[src/rtl/alu_sequencer_pkg.sv]
// alu_sequencer_pkg: shared definitions for the ALU sequencer slice.
//   - op_code encodings (OP_ADC .. OP_DEC); 12-15 are illegal
//   - sequencer state encoding (S_IDLE, S_PASS1, S_PASS2, S_DONE)
//   - small decode helpers used by the sequencer
package alu_sequencer_pkg;

    localparam logic [3:0] OP_ADC = 4'd0;
    localparam logic [3:0] OP_SBC = 4'd1;
    localparam logic [3:0] OP_AND = 4'd2;
    localparam logic [3:0] OP_EOR = 4'd3;
    localparam logic [3:0] OP_ORA = 4'd4;
    localparam logic [3:0] OP_ASL = 4'd5;
    localparam logic [3:0] OP_LSR = 4'd6;
    localparam logic [3:0] OP_ROL = 4'd7;
    localparam logic [3:0] OP_ROR = 4'd8;
    localparam logic [3:0] OP_CMP = 4'd9;
    localparam logic [3:0] OP_INC = 4'd10;
    localparam logic [3:0] OP_DEC = 4'd11;

    typedef enum logic [1:0] {
        S_IDLE  = 2'd0,
        S_PASS1 = 2'd1,
        S_PASS2 = 2'd2,
        S_DONE  = 2'd3
    } state_e;

    function automatic logic op_is_legal(input logic [3:0] op);
        return op <= OP_DEC;
    endfunction

    // Ops that may need a second "+k" pass because the ALU has no carry-in.
    function automatic logic op_has_pass2(input logic [3:0] op);
        return (op == OP_ADC) || (op == OP_SBC) || (op == OP_CMP) || (op == OP_ROL);
    endfunction

endpackage

[src/rtl/alu_sequencer_if.sv]
// alu_sequencer_if: bundles the core-side op/result handshake and the ALU_block
// select/operand bus seen by the sequencer.
//   master : execution core + ALU side (drives op_*, res_ready, alu_out, alu_acr)
//   slave  : the sequencer (drives op_ready, res_*, alu select lines/operands)
interface alu_sequencer_if;

    // operation request
    logic       op_valid;
    logic       op_ready;
    logic [3:0] op_code;
    logic [7:0] op_a;
    logic [7:0] op_m;
    logic       flag_c_in;

    // result return
    logic       res_valid;
    logic       res_ready;
    logic [7:0] res_data;
    logic       res_n;
    logic       res_z;
    logic       res_c;
    logic       res_v;
    logic       res_err;

    // ALU_block control and data
    logic       alu_sums;
    logic       alu_ands;
    logic       alu_eors;
    logic       alu_ors;
    logic       alu_srs;
    logic [7:0] alu_a;
    logic [7:0] alu_b;
    logic       alu_carry_in;
    logic [7:0] alu_out;
    logic       alu_acr;

    modport master (
        output op_valid, op_code, op_a, op_m, flag_c_in, res_ready, alu_out, alu_acr,
        input  op_ready, res_valid, res_data, res_n, res_z, res_c, res_v, res_err,
        input  alu_sums, alu_ands, alu_eors, alu_ors, alu_srs, alu_a, alu_b, alu_carry_in
    );

    modport slave (
        input  op_valid, op_code, op_a, op_m, flag_c_in, res_ready, alu_out, alu_acr,
        output op_ready, res_valid, res_data, res_n, res_z, res_c, res_v, res_err,
        output alu_sums, alu_ands, alu_eors, alu_ors, alu_srs, alu_a, alu_b, alu_carry_in
    );

endinterface

[src/rtl/alu_sequencer_flag_calc.sv]
// alu_sequencer_flag_calc: combinational final result and N/Z/C/V for one op.
// Inputs : op, a (latched A), m_msb (bit 7 of latched M), c_in (latched C),
//          r1/c1 (PASS1 capture), r2/c2 (PASS2 capture, or r1/0 if no PASS2)
// Outputs: data, n, z, c, v, err
module alu_sequencer_flag_calc
    import alu_sequencer_pkg::*;
(
    input  logic [3:0] op,
    input  logic [7:0] a,
    input  logic       m_msb,
    input  logic       c_in,
    input  logic [7:0] r1,
    input  logic       c1,
    input  logic [7:0] r2,
    input  logic       c2,
    output logic [7:0] data,
    output logic       n,
    output logic       z,
    output logic       c,
    output logic       v,
    output logic       err
);

    logic [7:0] result;
    logic       b_msb;

    always_comb begin
        result = r1;
        c      = c_in;
        err    = 1'b0;
        unique case (op)
            OP_ADC, OP_SBC, OP_CMP, OP_ROL: begin
                // The two passes can never both carry, so OR is the true carry out.
                result = r2;
                c      = c1 | c2;
            end
            OP_ASL, OP_LSR: c = c1;
            OP_ROR: begin
                result = {c_in, r1[6:0]};
                c      = c1;
            end
            OP_AND, OP_EOR, OP_ORA, OP_INC, OP_DEC: c = c_in;
            default: err = 1'b1;
        endcase

        // ALU AVR is wrong across two passes; derive V from operand/result signs.
        b_msb = (op == OP_SBC) ? ~m_msb : m_msb;
        v     = ((op == OP_ADC) || (op == OP_SBC)) &&
                (a[7] == b_msb) && (result[7] != a[7]);

        data = ((op == OP_CMP) || err) ? a : result;
        n    = !err && result[7];
        z    = !err && (result == 8'h00);
    end

endmodule

[src/rtl/alu_sequencer.sv]
// alu_sequencer: multi-cycle controller in front of the combinational ALU_block.
// Accepts one 6502 ALU op per handshake, runs one or two ALU passes (carry-in,
// subtract, compare, rotate and inc/dec are synthesised from plain adds), then
// holds result + N/Z/C/V until the core takes it.
// Ports:
//   clk  - system clock, rising edge
//   rst  - asynchronous active-high reset
//   bus  - alu_sequencer_if.slave: op request, result return, ALU select/operand bus
// Parameter:
//   SKIP_ZERO_CARRY - 1: omit the "+k" pass when k is 0; 0: always run it
module alu_sequencer
    import alu_sequencer_pkg::*;
#(
    parameter bit SKIP_ZERO_CARRY = 1'b1
) (
    input  logic            clk,
    input  logic            rst,
    alu_sequencer_if.slave  bus
);

    state_e     state_q, state_d;

    logic [3:0] op_q;
    logic [7:0] a_q;
    logic [7:0] m_q;
    logic       cin_q;
    logic [7:0] r1_q;
    logic       c1_q;
    logic [7:0] r2_q;
    logic       c2_q;

    logic       pass2_k;
    logic       take_pass2;

    logic [7:0] calc_data;
    logic       calc_n;
    logic       calc_z;
    logic       calc_c;
    logic       calc_v;
    logic       calc_err;

    // CMP always adds the +1 that completes A + ~M + 1; others add the latched carry.
    assign pass2_k    = (op_q == OP_CMP) ? 1'b1 : cin_q;
    assign take_pass2 = op_has_pass2(op_q) && (pass2_k || !SKIP_ZERO_CARRY);

    // ---------------------------------------------------------------- state register
    always_ff @(posedge clk or posedge rst) begin
        if (rst) begin
            state_q <= S_IDLE;
        end else begin
            state_q <= state_d;
        end
    end

    // ---------------------------------------------------------------- next state
    always_comb begin
        state_d = state_q;
        unique case (state_q)
            S_IDLE: begin
                if (bus.op_valid) begin
                    state_d = op_is_legal(bus.op_code) ? S_PASS1 : S_DONE;
                end
            end
            S_PASS1: state_d = take_pass2 ? S_PASS2 : S_DONE;
            S_PASS2: state_d = S_DONE;
            S_DONE: begin
                if (bus.res_ready) begin
                    state_d = S_IDLE;
                end
            end
            default: state_d = S_IDLE;
        endcase
    end

    // ---------------------------------------------------------------- operand / pass capture
    always_ff @(posedge clk or posedge rst) begin
        if (rst) begin
            op_q  <= 4'h0;
            a_q   <= 8'h00;
            m_q   <= 8'h00;
            cin_q <= 1'b0;
            r1_q  <= 8'h00;
            c1_q  <= 1'b0;
            r2_q  <= 8'h00;
            c2_q  <= 1'b0;
        end else begin
            if ((state_q == S_IDLE) && bus.op_valid) begin
                op_q  <= bus.op_code;
                a_q   <= bus.op_a;
                m_q   <= bus.op_m;
                cin_q <= bus.flag_c_in;
            end
            if (state_q == S_PASS1) begin
                r1_q <= bus.alu_out;
                c1_q <= bus.alu_acr;
                // Preset the PASS2 capture so a skipped pass leaves r2=r1, c2=0.
                r2_q <= bus.alu_out;
                c2_q <= 1'b0;
            end
            if (state_q == S_PASS2) begin
                r2_q <= bus.alu_out;
                c2_q <= bus.alu_acr;
            end
        end
    end

    // ---------------------------------------------------------------- flag calculation
    alu_sequencer_flag_calc u_flag_calc (
        .op    (op_q),
        .a     (a_q),
        .m_msb (m_q[7]),
        .c_in  (cin_q),
        .r1    (r1_q),
        .c1    (c1_q),
        .r2    (r2_q),
        .c2    (c2_q),
        .data  (calc_data),
        .n     (calc_n),
        .z     (calc_z),
        .c     (calc_c),
        .v     (calc_v),
        .err   (calc_err)
    );

    // ---------------------------------------------------------------- outputs
    always_comb begin
        bus.op_ready     = (state_q == S_IDLE);
        bus.res_valid    = (state_q == S_DONE);
        bus.res_data     = 8'h00;
        bus.res_n        = 1'b0;
        bus.res_z        = 1'b0;
        bus.res_c        = 1'b0;
        bus.res_v        = 1'b0;
        bus.res_err      = 1'b0;
        bus.alu_sums     = 1'b0;
        bus.alu_ands     = 1'b0;
        bus.alu_eors     = 1'b0;
        bus.alu_ors      = 1'b0;
        bus.alu_srs      = 1'b0;
        bus.alu_a        = 8'h00;
        bus.alu_b        = 8'h00;
        bus.alu_carry_in = 1'b0;

        unique case (state_q)
            S_PASS1: begin
                bus.alu_a = a_q;
                unique case (op_q)
                    OP_ADC: begin
                        bus.alu_sums = 1'b1;
                        bus.alu_b    = m_q;
                    end
                    OP_SBC, OP_CMP: begin
                        bus.alu_sums = 1'b1;
                        bus.alu_b    = ~m_q;
                    end
                    OP_AND: begin
                        bus.alu_ands = 1'b1;
                        bus.alu_b    = m_q;
                    end
                    OP_EOR: begin
                        bus.alu_eors = 1'b1;
                        bus.alu_b    = m_q;
                    end
                    OP_ORA: begin
                        bus.alu_ors = 1'b1;
                        bus.alu_b   = m_q;
                    end
                    OP_ASL, OP_ROL: begin
                        bus.alu_sums = 1'b1;
                        bus.alu_b    = a_q;
                    end
                    OP_LSR, OP_ROR: bus.alu_srs = 1'b1;
                    OP_INC: begin
                        bus.alu_sums = 1'b1;
                        bus.alu_b    = 8'h01;
                    end
                    OP_DEC: begin
                        bus.alu_sums = 1'b1;
                        bus.alu_b    = 8'hFF;
                    end
                    // Illegal ops never reach PASS1; keep the bus quiet regardless.
                    default: bus.alu_a = 8'h00;
                endcase
            end
            S_PASS2: begin
                bus.alu_sums = 1'b1;
                bus.alu_a    = r1_q;
                bus.alu_b    = {7'b0, pass2_k};
            end
            S_DONE: begin
                bus.res_data = calc_data;
                bus.res_n    = calc_n;
                bus.res_z    = calc_z;
                bus.res_c    = calc_c;
                bus.res_v    = calc_v;
                bus.res_err  = calc_err;
            end
            default: bus.op_ready = 1'b1;
        endcase
    end

endmodule

[src/flat_wrapper.sv]
// flat-port wrapper written by rule: the top's interface ports become plain ports
module alu_sequencer_flat import alu_sequencer_pkg::*;
#(
    parameter bit SKIP_ZERO_CARRY = 1'b1
)
  (clk, rst, bus_op_valid, bus_op_code, bus_op_a, bus_op_m, bus_flag_c_in, bus_res_ready, bus_alu_out, bus_alu_acr, bus_op_ready, bus_res_valid, bus_res_data, bus_res_n, bus_res_z, bus_res_c, bus_res_v, bus_res_err, bus_alu_sums, bus_alu_ands, bus_alu_eors, bus_alu_ors, bus_alu_srs, bus_alu_a, bus_alu_b, bus_alu_carry_in);
  alu_sequencer_if bus_i ();
  input  logic clk;
  input  logic rst;
  input wire logic [$bits(bus_i.op_valid)-1:0] bus_op_valid;
  input wire logic [$bits(bus_i.op_code)-1:0] bus_op_code;
  input wire logic [$bits(bus_i.op_a)-1:0] bus_op_a;
  input wire logic [$bits(bus_i.op_m)-1:0] bus_op_m;
  input wire logic [$bits(bus_i.flag_c_in)-1:0] bus_flag_c_in;
  input wire logic [$bits(bus_i.res_ready)-1:0] bus_res_ready;
  input wire logic [$bits(bus_i.alu_out)-1:0] bus_alu_out;
  input wire logic [$bits(bus_i.alu_acr)-1:0] bus_alu_acr;
  output wire logic [$bits(bus_i.op_ready)-1:0] bus_op_ready;
  output wire logic [$bits(bus_i.res_valid)-1:0] bus_res_valid;
  output wire logic [$bits(bus_i.res_data)-1:0] bus_res_data;
  output wire logic [$bits(bus_i.res_n)-1:0] bus_res_n;
  output wire logic [$bits(bus_i.res_z)-1:0] bus_res_z;
  output wire logic [$bits(bus_i.res_c)-1:0] bus_res_c;
  output wire logic [$bits(bus_i.res_v)-1:0] bus_res_v;
  output wire logic [$bits(bus_i.res_err)-1:0] bus_res_err;
  output wire logic [$bits(bus_i.alu_sums)-1:0] bus_alu_sums;
  output wire logic [$bits(bus_i.alu_ands)-1:0] bus_alu_ands;
  output wire logic [$bits(bus_i.alu_eors)-1:0] bus_alu_eors;
  output wire logic [$bits(bus_i.alu_ors)-1:0] bus_alu_ors;
  output wire logic [$bits(bus_i.alu_srs)-1:0] bus_alu_srs;
  output wire logic [$bits(bus_i.alu_a)-1:0] bus_alu_a;
  output wire logic [$bits(bus_i.alu_b)-1:0] bus_alu_b;
  output wire logic [$bits(bus_i.alu_carry_in)-1:0] bus_alu_carry_in;
  assign bus_i.op_valid = bus_op_valid;
  assign bus_i.op_code = bus_op_code;
  assign bus_i.op_a = bus_op_a;
  assign bus_i.op_m = bus_op_m;
  assign bus_i.flag_c_in = bus_flag_c_in;
  assign bus_i.res_ready = bus_res_ready;
  assign bus_i.alu_out = bus_alu_out;
  assign bus_i.alu_acr = bus_alu_acr;
  assign bus_op_ready = bus_i.op_ready;
  assign bus_res_valid = bus_i.res_valid;
  assign bus_res_data = bus_i.res_data;
  assign bus_res_n = bus_i.res_n;
  assign bus_res_z = bus_i.res_z;
  assign bus_res_c = bus_i.res_c;
  assign bus_res_v = bus_i.res_v;
  assign bus_res_err = bus_i.res_err;
  assign bus_alu_sums = bus_i.alu_sums;
  assign bus_alu_ands = bus_i.alu_ands;
  assign bus_alu_eors = bus_i.alu_eors;
  assign bus_alu_ors = bus_i.alu_ors;
  assign bus_alu_srs = bus_i.alu_srs;
  assign bus_alu_a = bus_i.alu_a;
  assign bus_alu_b = bus_i.alu_b;
  assign bus_alu_carry_in = bus_i.alu_carry_in;
  alu_sequencer #(.SKIP_ZERO_CARRY(SKIP_ZERO_CARRY)) u_core (.clk(clk), .rst(rst), .bus(bus_i));
endmodule
[config.mk]
export PLATFORM = sky130hd
export DESIGN_NAME = alu_sequencer_flat
export DESIGN_NICKNAME = d
export VERILOG_FILES = /design/src/rtl/alu_sequencer_pkg.sv /design/src/rtl/alu_sequencer_if.sv /design/src/rtl/alu_sequencer_flag_calc.sv /design/src/rtl/alu_sequencer.sv /design/src/flat_wrapper.sv
export SDC_FILE = /design/constraint.sdc
export NUM_CORES = 1
export LEC_CHECK = 0
export CAP_MARGIN = 0
export CORE_MARGIN = 8
export CORE_UTILIZATION = 35
export CTS_CLUSTER_SIZE = 14
export DETAILED_ROUTE_END_ITERATION = 8
export PLACE_DENSITY_LB_ADDON = 0.2
export RECOVER_POWER = 50
export SYNTH_ARGS = -nofsm -noshare
export SYNTH_HDL_FRONTEND = slang
export SYNTH_SLANG_ARGS = --single-unit
[constraint.sdc]
create_clock -name clk -period 1.84 [get_ports clk]
set_clock_uncertainty 0.05 [all_clocks]
set_input_delay 0.368 -clock clk [delete_from_list [all_inputs] [get_ports clk]]
set_output_delay 0.368 -clock clk [all_outputs]
set_load 0.05 [all_outputs]
# [Word-level counts from Yosys, hierarchy flattened]
# Index checks and enable logic that the tools add are counted.
[totals] reg_bits=41 inputBits=34 out_inout_bits=37 elab_cells=91
[classes] n_lt_le_gt_ge=1 n_eq_ne=18 muxes=36 n_bitwise=3 n_reduce_logical=24
[ops] operator="8-bit one-hot mux with 2 select lines" count=3
[ops] operator="8-bit two-way mux" count=5
[ops] operator="8-bit one-hot mux with 5 select lines" count=1
[ops] operator="1-bit two-way mux" count=21
[ops] operator="4-bit by 3-bit == test with 1-bit output (second input constant)" count=4
[ops] operator="4-bit == test (second input constant)" count=4
[ops] operator="12-bit OR reduction" count=1
[ops] operator="4-bit by 2-bit == test with 1-bit output (second input constant)" count=2
[ops] operator="8-bit zero test" count=1
[ops] operator="8-bit NOT" count=1
[ops] operator="2-bit one-hot mux with 4 select lines" count=1
[ops] operator="4-bit OR reduction" count=2
[ops] operator="7-bit OR reduction" count=1
[ops] operator="1-bit logical AND" count=6
[ops] operator="2-bit two-way mux" count=3
[ops] operator="2-bit OR reduction" count=3
[ops] operator="3-bit OR reduction" count=2
[ops] operator="2-bit == test (second input constant)" count=2
[ops] operator="4-bit by 1-bit == test with 1-bit output (second input constant)" count=1
[ops] operator="4-bit <= comparator (second input constant)" count=1
[ops] operator="4-bit zero test" count=1
[ops] operator="1-bit logical OR" count=4
[ops] operator="2-bit inequality test (second input constant)" count=2
[ops] operator="1-bit one-hot mux with 2 select lines" count=2
[ops] operator="other kinds (8)" count=8

# [Longest topological paths before layout]
[logic_depth] depth_word=7 depth_mapped=7 depth_no_buf=6

# [Hierarchy]
# A second synthesis with hierarchy kept.
[unflattened] hier_cells=282 area_unflattened_um2=2830.2
[modules_own_cells] mod="alu_sequencer" instances=1 cells_per_inst=213 area_per_inst_um2=2368.5 seq_area_each_um2=1026.0
[modules_own_cells] mod="alu_sequencer_flag_calc" instances=1 cells_per_inst=69 area_per_inst_um2=461.7 seq_area_each_um2=0.0

# [Worst setup path before layout]
# No wires, ideal clock.
[synth_path] path_type="reg2out" from="register u_core.state_q[0]" to="output port bus_res_data[0]" arrival_time_ns=2.543 required_ns=1.422 slack_ns=-1.121 stages_incl_launch_ff=4 path_buffers=0 cell_sequence="dfrtp_1 -> ha_1 -> clkinv_1 -> a311oi_1"
[synth_between] elab_chain_len=2
[synth_rtl] item="from (decl)" line="alu_sequencer.sv:21" source="state_e state_q, state_d;"
[synth_rtl] item="from (signal assigned)" line="alu_sequencer.sv:51" source="state_q <= state_d;"
[synth_rtl] item="2-bit == test"
[synth_rtl] item="named net bus_res_valid" line="flat_wrapper.sv:19" source="output wire logic [$bits(bus_i.res_valid)-1:0] bus_res_valid;"
[synth_rtl] item="8-bit two-way mux" line="alu_sequencer.sv:144" source="unique case (state_q)"
[synth_rtl] item="to (decl)" line="flat_wrapper.sv:20" source="output wire logic [$bits(bus_i.res_data)-1:0] bus_res_data;"
# The timed path passes the listed nets, and every way through them passes these cells.

# [Worst setup path after layout]
[layout_path] from="register u_core.op_q[1]" to="output port bus_res_v"
[layout_between] elab_chain_len=6 elab_cells_between_ends=14 cone_classes="eq/ne (6); mux (3); reduce/logical (5)"
[layout_rtl] item="from (decl)" line="alu_sequencer.sv:23" source="logic [3:0] op_q;"
[layout_rtl] item="from (signal assigned)" line="alu_sequencer.sv:88" source="op_q <= bus.op_code;"
[layout_rtl] item="4-bit by 3-bit == test with 1-bit output, or another cell as far along" line="alu_sequencer_flag_calc.sv:31" source="unique case (op)"
[layout_rtl] item="4-bit OR reduction / 1-bit two-way mux (equally long branches)" line="alu_sequencer_flag_calc.sv:31, alu_sequencer_flag_calc.sv:47"
[layout_rtl] item="8-bit one-hot mux with 2 select lines / 1-bit == test (equally long branches)" line="alu_sequencer_flag_calc.sv:31, alu_sequencer_flag_calc.sv:49"
[layout_rtl] item="1-bit inequality test / 1-bit logical AND (equally long branches)" line="alu_sequencer_flag_calc.sv:49, alu_sequencer_flag_calc.sv:48"
[layout_rtl] item="1-bit logical AND (*)" line="alu_sequencer_flag_calc.sv:49" source="(a[7] == b_msb) && (result[7] != a[7]);"
[layout_rtl] item="1-bit two-way mux (*)" line="alu_sequencer.sv:144"
[layout_rtl] item="to (decl)" line="flat_wrapper.sv:24" source="output wire logic [$bits(bus_i.res_v)-1:0] bus_res_v;"
# Mark *: on every way between the ends. The rest lies on a longest branch, timed or not.

==> flow_summary.json <==
{
  "status": "finished with violations",
  "violations": "setup timing",
  "fin_ws_ns": -0.6931,
  "maxCapViolCount": 0,
  "final_cell_area_um2": 5385,
  "reg2regPathDepth": 8,
  "clk_pin_slew_worst_paths_ns": 0.09,
  "worst_slew_pin_slew_ns": 1.055,
  "place_congestion": 0.8707,
  "crit_end": "bus_res_v",
  "synth-main-ff-cell": "dfrtp_1",
  "arrival_ns": 2.12,
  "slowest_delay_ns": 0.42,
  "io_pins": 71,
  "syn_area_um2": 2685,
  "synth.avg_cell_area_um2": 9.945,
  "setup_viol": 34,
  "rows": 32,
  "drc": 0,
  "synth-adder-area-share_pct": 2.330,
  "die_w_um": 103.6,
  "cp_max_fo": 3,
  "vias_per_cell": 5.184,
  "synth_edf_count": 0,
  "postSynthCellCount": 270,
  "async_reset_ff_share_pct": 100.0,
  "grt_remaining_overflow": 0,
  "slowest_stage": "dfrtp_1",
  "core_um2": 7567,
  "cts_buffers": 5,
  "grt_max_degree": 42,
  "synthSimpleGateAreaFrac_pct": 16.59,
  "synth_fp_nets": 309,
  "synthMuxAreaShare_pct": 17.47,
  "fin_nets": 457,
  "finalWorstPathRequiredPeriod_ns": 2.533,
  "grt_pass1_wl_mm": 15.10,
  "slew-limit-headroom_pct": 29.69,
  "r2r_start": "u_core.op_q[2]$_DFFE_PP0P_",
  "critPathRequiredTime_ns": 1.42,
  "fp.dieArea_um2": 10730,
  "cts_buffer_depth": 2,
  "drtIter0Drc": 91,
  "htreeDepth": 2,
  "cts_tree": "yes",
  "synthDistinctLibCells": 50,
  "worstSkewPairLatency_ns": 0.29,
  "rr_endpoint": "u_core.state_q[0]$_DFFE_PP0P_",
  "synth-xor-area-share_pct": 0.3262,
  "drt_pass1_iterations": 4,
  "synth-compound-area-share_pct": 19.11,
  "wl_per_cell_um": 18.68,
  "clock_sinks": 41,
  "grt_usage_pct": 17.13,
  "fin_crit_sh_pct": 137.7,
  "cp_cell_sequence": "buf_6 -> nor4b_4 -> a2111oi_4 -> a221oi_4 -> buf_4 -> mux2i_4 -> buf_12",
  "drtAntennaViolNets": 0,
  "fillers": 520,
  "cp-start-kind": "register",
  "yosysTopAreaCell": "dfrtp_1",
  "crit_path_end_kind": "output port",
  "hpwl_mm": 6.878,
  "place_area_um2": 4511,
  "initial_utilization_pct": 35.48,
  "path_class": "reg2out",
  "die_h_um": 103.6,
  "clock.fmax_ghz": 0.3948,
  "synth-seq-cells": 41,
  "cts_root_buf": "clkbuf_8",
  "antenna_found_initial": 0,
  "setup.worst_path.start": "u_core.op_q[1]$_DFFE_PP0P_",
  "min_path_type": "reg2reg",
  "maxSlewViolCount": 0,
  "syn_to_final_growth_pct": 100.6,
  "synthTopCellsByArea": "dfrtp_1, mux2_2, nand2_1, nor2_1, a22oi_1",
  "io_buffers": 69,
  "tns_ns": -16.01,
  "rsz0062_at_grt": "yes",
  "synth_top_family_by_area": "compound AO/OA/AOI/OAI gates",
  "yosysSeqAreaShare_pct": 38.21,
  "final-hold-violation-count": 0,
  "drt-total-wl_mm": 9.730,
  "drive_above_1_share_pct": 66.83,
  "synth_top_area_share_pct": 38.21,
  "vias": 2701,
  "diodes": 0,
  "yosys_warnings": 0,
  "grt_pass1_vias": 2916,
  "r2r_setup_slack_ns": 0.10
}
repair_timing:
item | CTS | global route
setup buffers | 19 | 9
gates resized for setup | 58 | 80
hold buffers | 0 | 0
cloned | 1 | 0
pin swaps | 26 | 40
hold endpoints to repair | 0 | 0
setup endpoints to repair | 35 | 36
cell usage after synthesis, types with 2 or more instances:
master,count
buf_2,8
o21ai_0,7
nor4_1,2
or4_1,2
nand2b_1,3
buf_6,2
nand3b_1,2
nand2_1,22
a22oi_1,10
clkbuf_1,9
or3b_1,6
a22o_1,7
a21oi_1,14
a311oi_1,7
nor2b_1,6
mux2_2,39
o21ba_2,5
and3_1,3
nand3_1,6
dfrtp_1,41
mux2i_1,3
o22a_1,2
ha_1,5
inv_1,11
nor2_1,22
and2_1,2
sequential cells by signal (all words and copies together), names as in the netlist:
register,cells
u_core.state_q,2
u_core.r2_q,8
u_core.a_q,8
u_core.r1_q,8
u_core.cin_q,1
u_core.m_q,8
u_core.c2_q,1
u_core.op_q,4
u_core.c1_q,1
metal layers:
metal / wire [um] / vias to the layer above / track usage [%]
met3: 428 / 12 / 3.594
met2: 5072 / 70 / 29.51
li1: - / 1275 / -
met5: 0 / - / 0
met4: 161 / 0 / 5.771
met1: 4067 / 1344 / 20.61
final cells by class:
class,count,area [um^2],share of cell area (%)
Multi-Input combinational cell,196,2167,40.24
Inverter,12,60.06,1.115
Tap cell,102,127.6,2.370
Timing Repair Buffer,162,1884,34.99
Clock buffer,5,68.82,1.278
Sequential cell,41,1031,19.15
Clock inverter,3,46.29,0.8597
stage by stage:
stage	worst slack [ns]	hold slack (ns)	utilization, %	instances
4_1_cts	-0.6485	0.3783	66.34	515
6_report	-0.6931	0.5133	71.16	521
2_1_floorplan	-0.4818	0.4315	-	270
5_1_grt	-0.7871	0.5238	71.16	521
3_5_place_dp	-0.3835	0.4642	59.61	487
3_3_place_gp	-0.3403	0.4473	59.61	487
worst min-delay path by stage:
stage	start	endpoint	slack [ns]	depth (start not counted)
final	u_core.m_q[0]$_DFFE_PP0P_	u_core.m_q[0]$_DFFE_PP0P_	0.51	1
after global routing	u_core.m_q[0]$_DFFE_PP0P_	u_core.m_q[0]$_DFFE_PP0P_	0.52	1
after CTS	rst	u_core.c1_q$_DFFE_PP0P_	0.38	3
after detailed placement	u_core.c1_q$_DFFE_PP0P_	u_core.c1_q$_DFFE_PP0P_	0.46	1
after global placement	u_core.c1_q$_DFFE_PP0P_	u_core.c1_q$_DFFE_PP0P_	0.45	1
after floorplan	u_core.c1_q$_DFFE_PP0P_	u_core.c1_q$_DFFE_PP0P_	0.43	1
cell usage in the layout (no fill, tap or decap), types with 3 or more instances in the layout:
cell	synthesis	routed
a21oi_1	14	3
a21oi_2	1	8
a21oi_4	0	4
a22o_4	0	7
a22oi_1	10	4
a22oi_2	0	6
a311oi_4	0	7
buf_12	0	32
buf_4	1	58
buf_6	2	26
buf_8	0	12
clkbuf_8	0	5
clkdlybuf4s50_1	0	32
dfrtp_1	41	37
dfrtp_2	0	4
ha_4	0	3
inv_1	11	9
mux2_2	39	38
nand2_1	22	8
nand2_2	0	7
nand2_4	0	7
nand3_1	6	6
nor2_1	22	9
nor2_2	1	5
nor2_4	0	9
nor2b_1	6	3
nor2b_4	0	3
o21ai_0	7	3
o21ai_4	1	3
o21ba_4	0	5
or3b_4	0	4
cells by family (layout without fill, tap and decap cells):
kind of cell | after synthesis | in the layout
xor+xnor | 1 | 1
other cells | 1 | 1
simple gates | 82 | 82
mux | 42 | 42
compound gates | 65 | 65
flops | 41 | 41
fa+ha+maj | 5 | 5
buf+inv | 33 | 182
critical path, delay by kind of cell, from the launching register on:
family,cells,cell delay [ns]
AO/OA/AOI/OAI,2,0.31
buffers and inverters,3,0.49
flip-flops,1,0.42
multiplexers,1,0.24
AND/OR/NAND/NOR,1,0.36
Power is not shown: default switching activity piles up to over one toggle a cycle in this logic, so the estimate is an artifact.
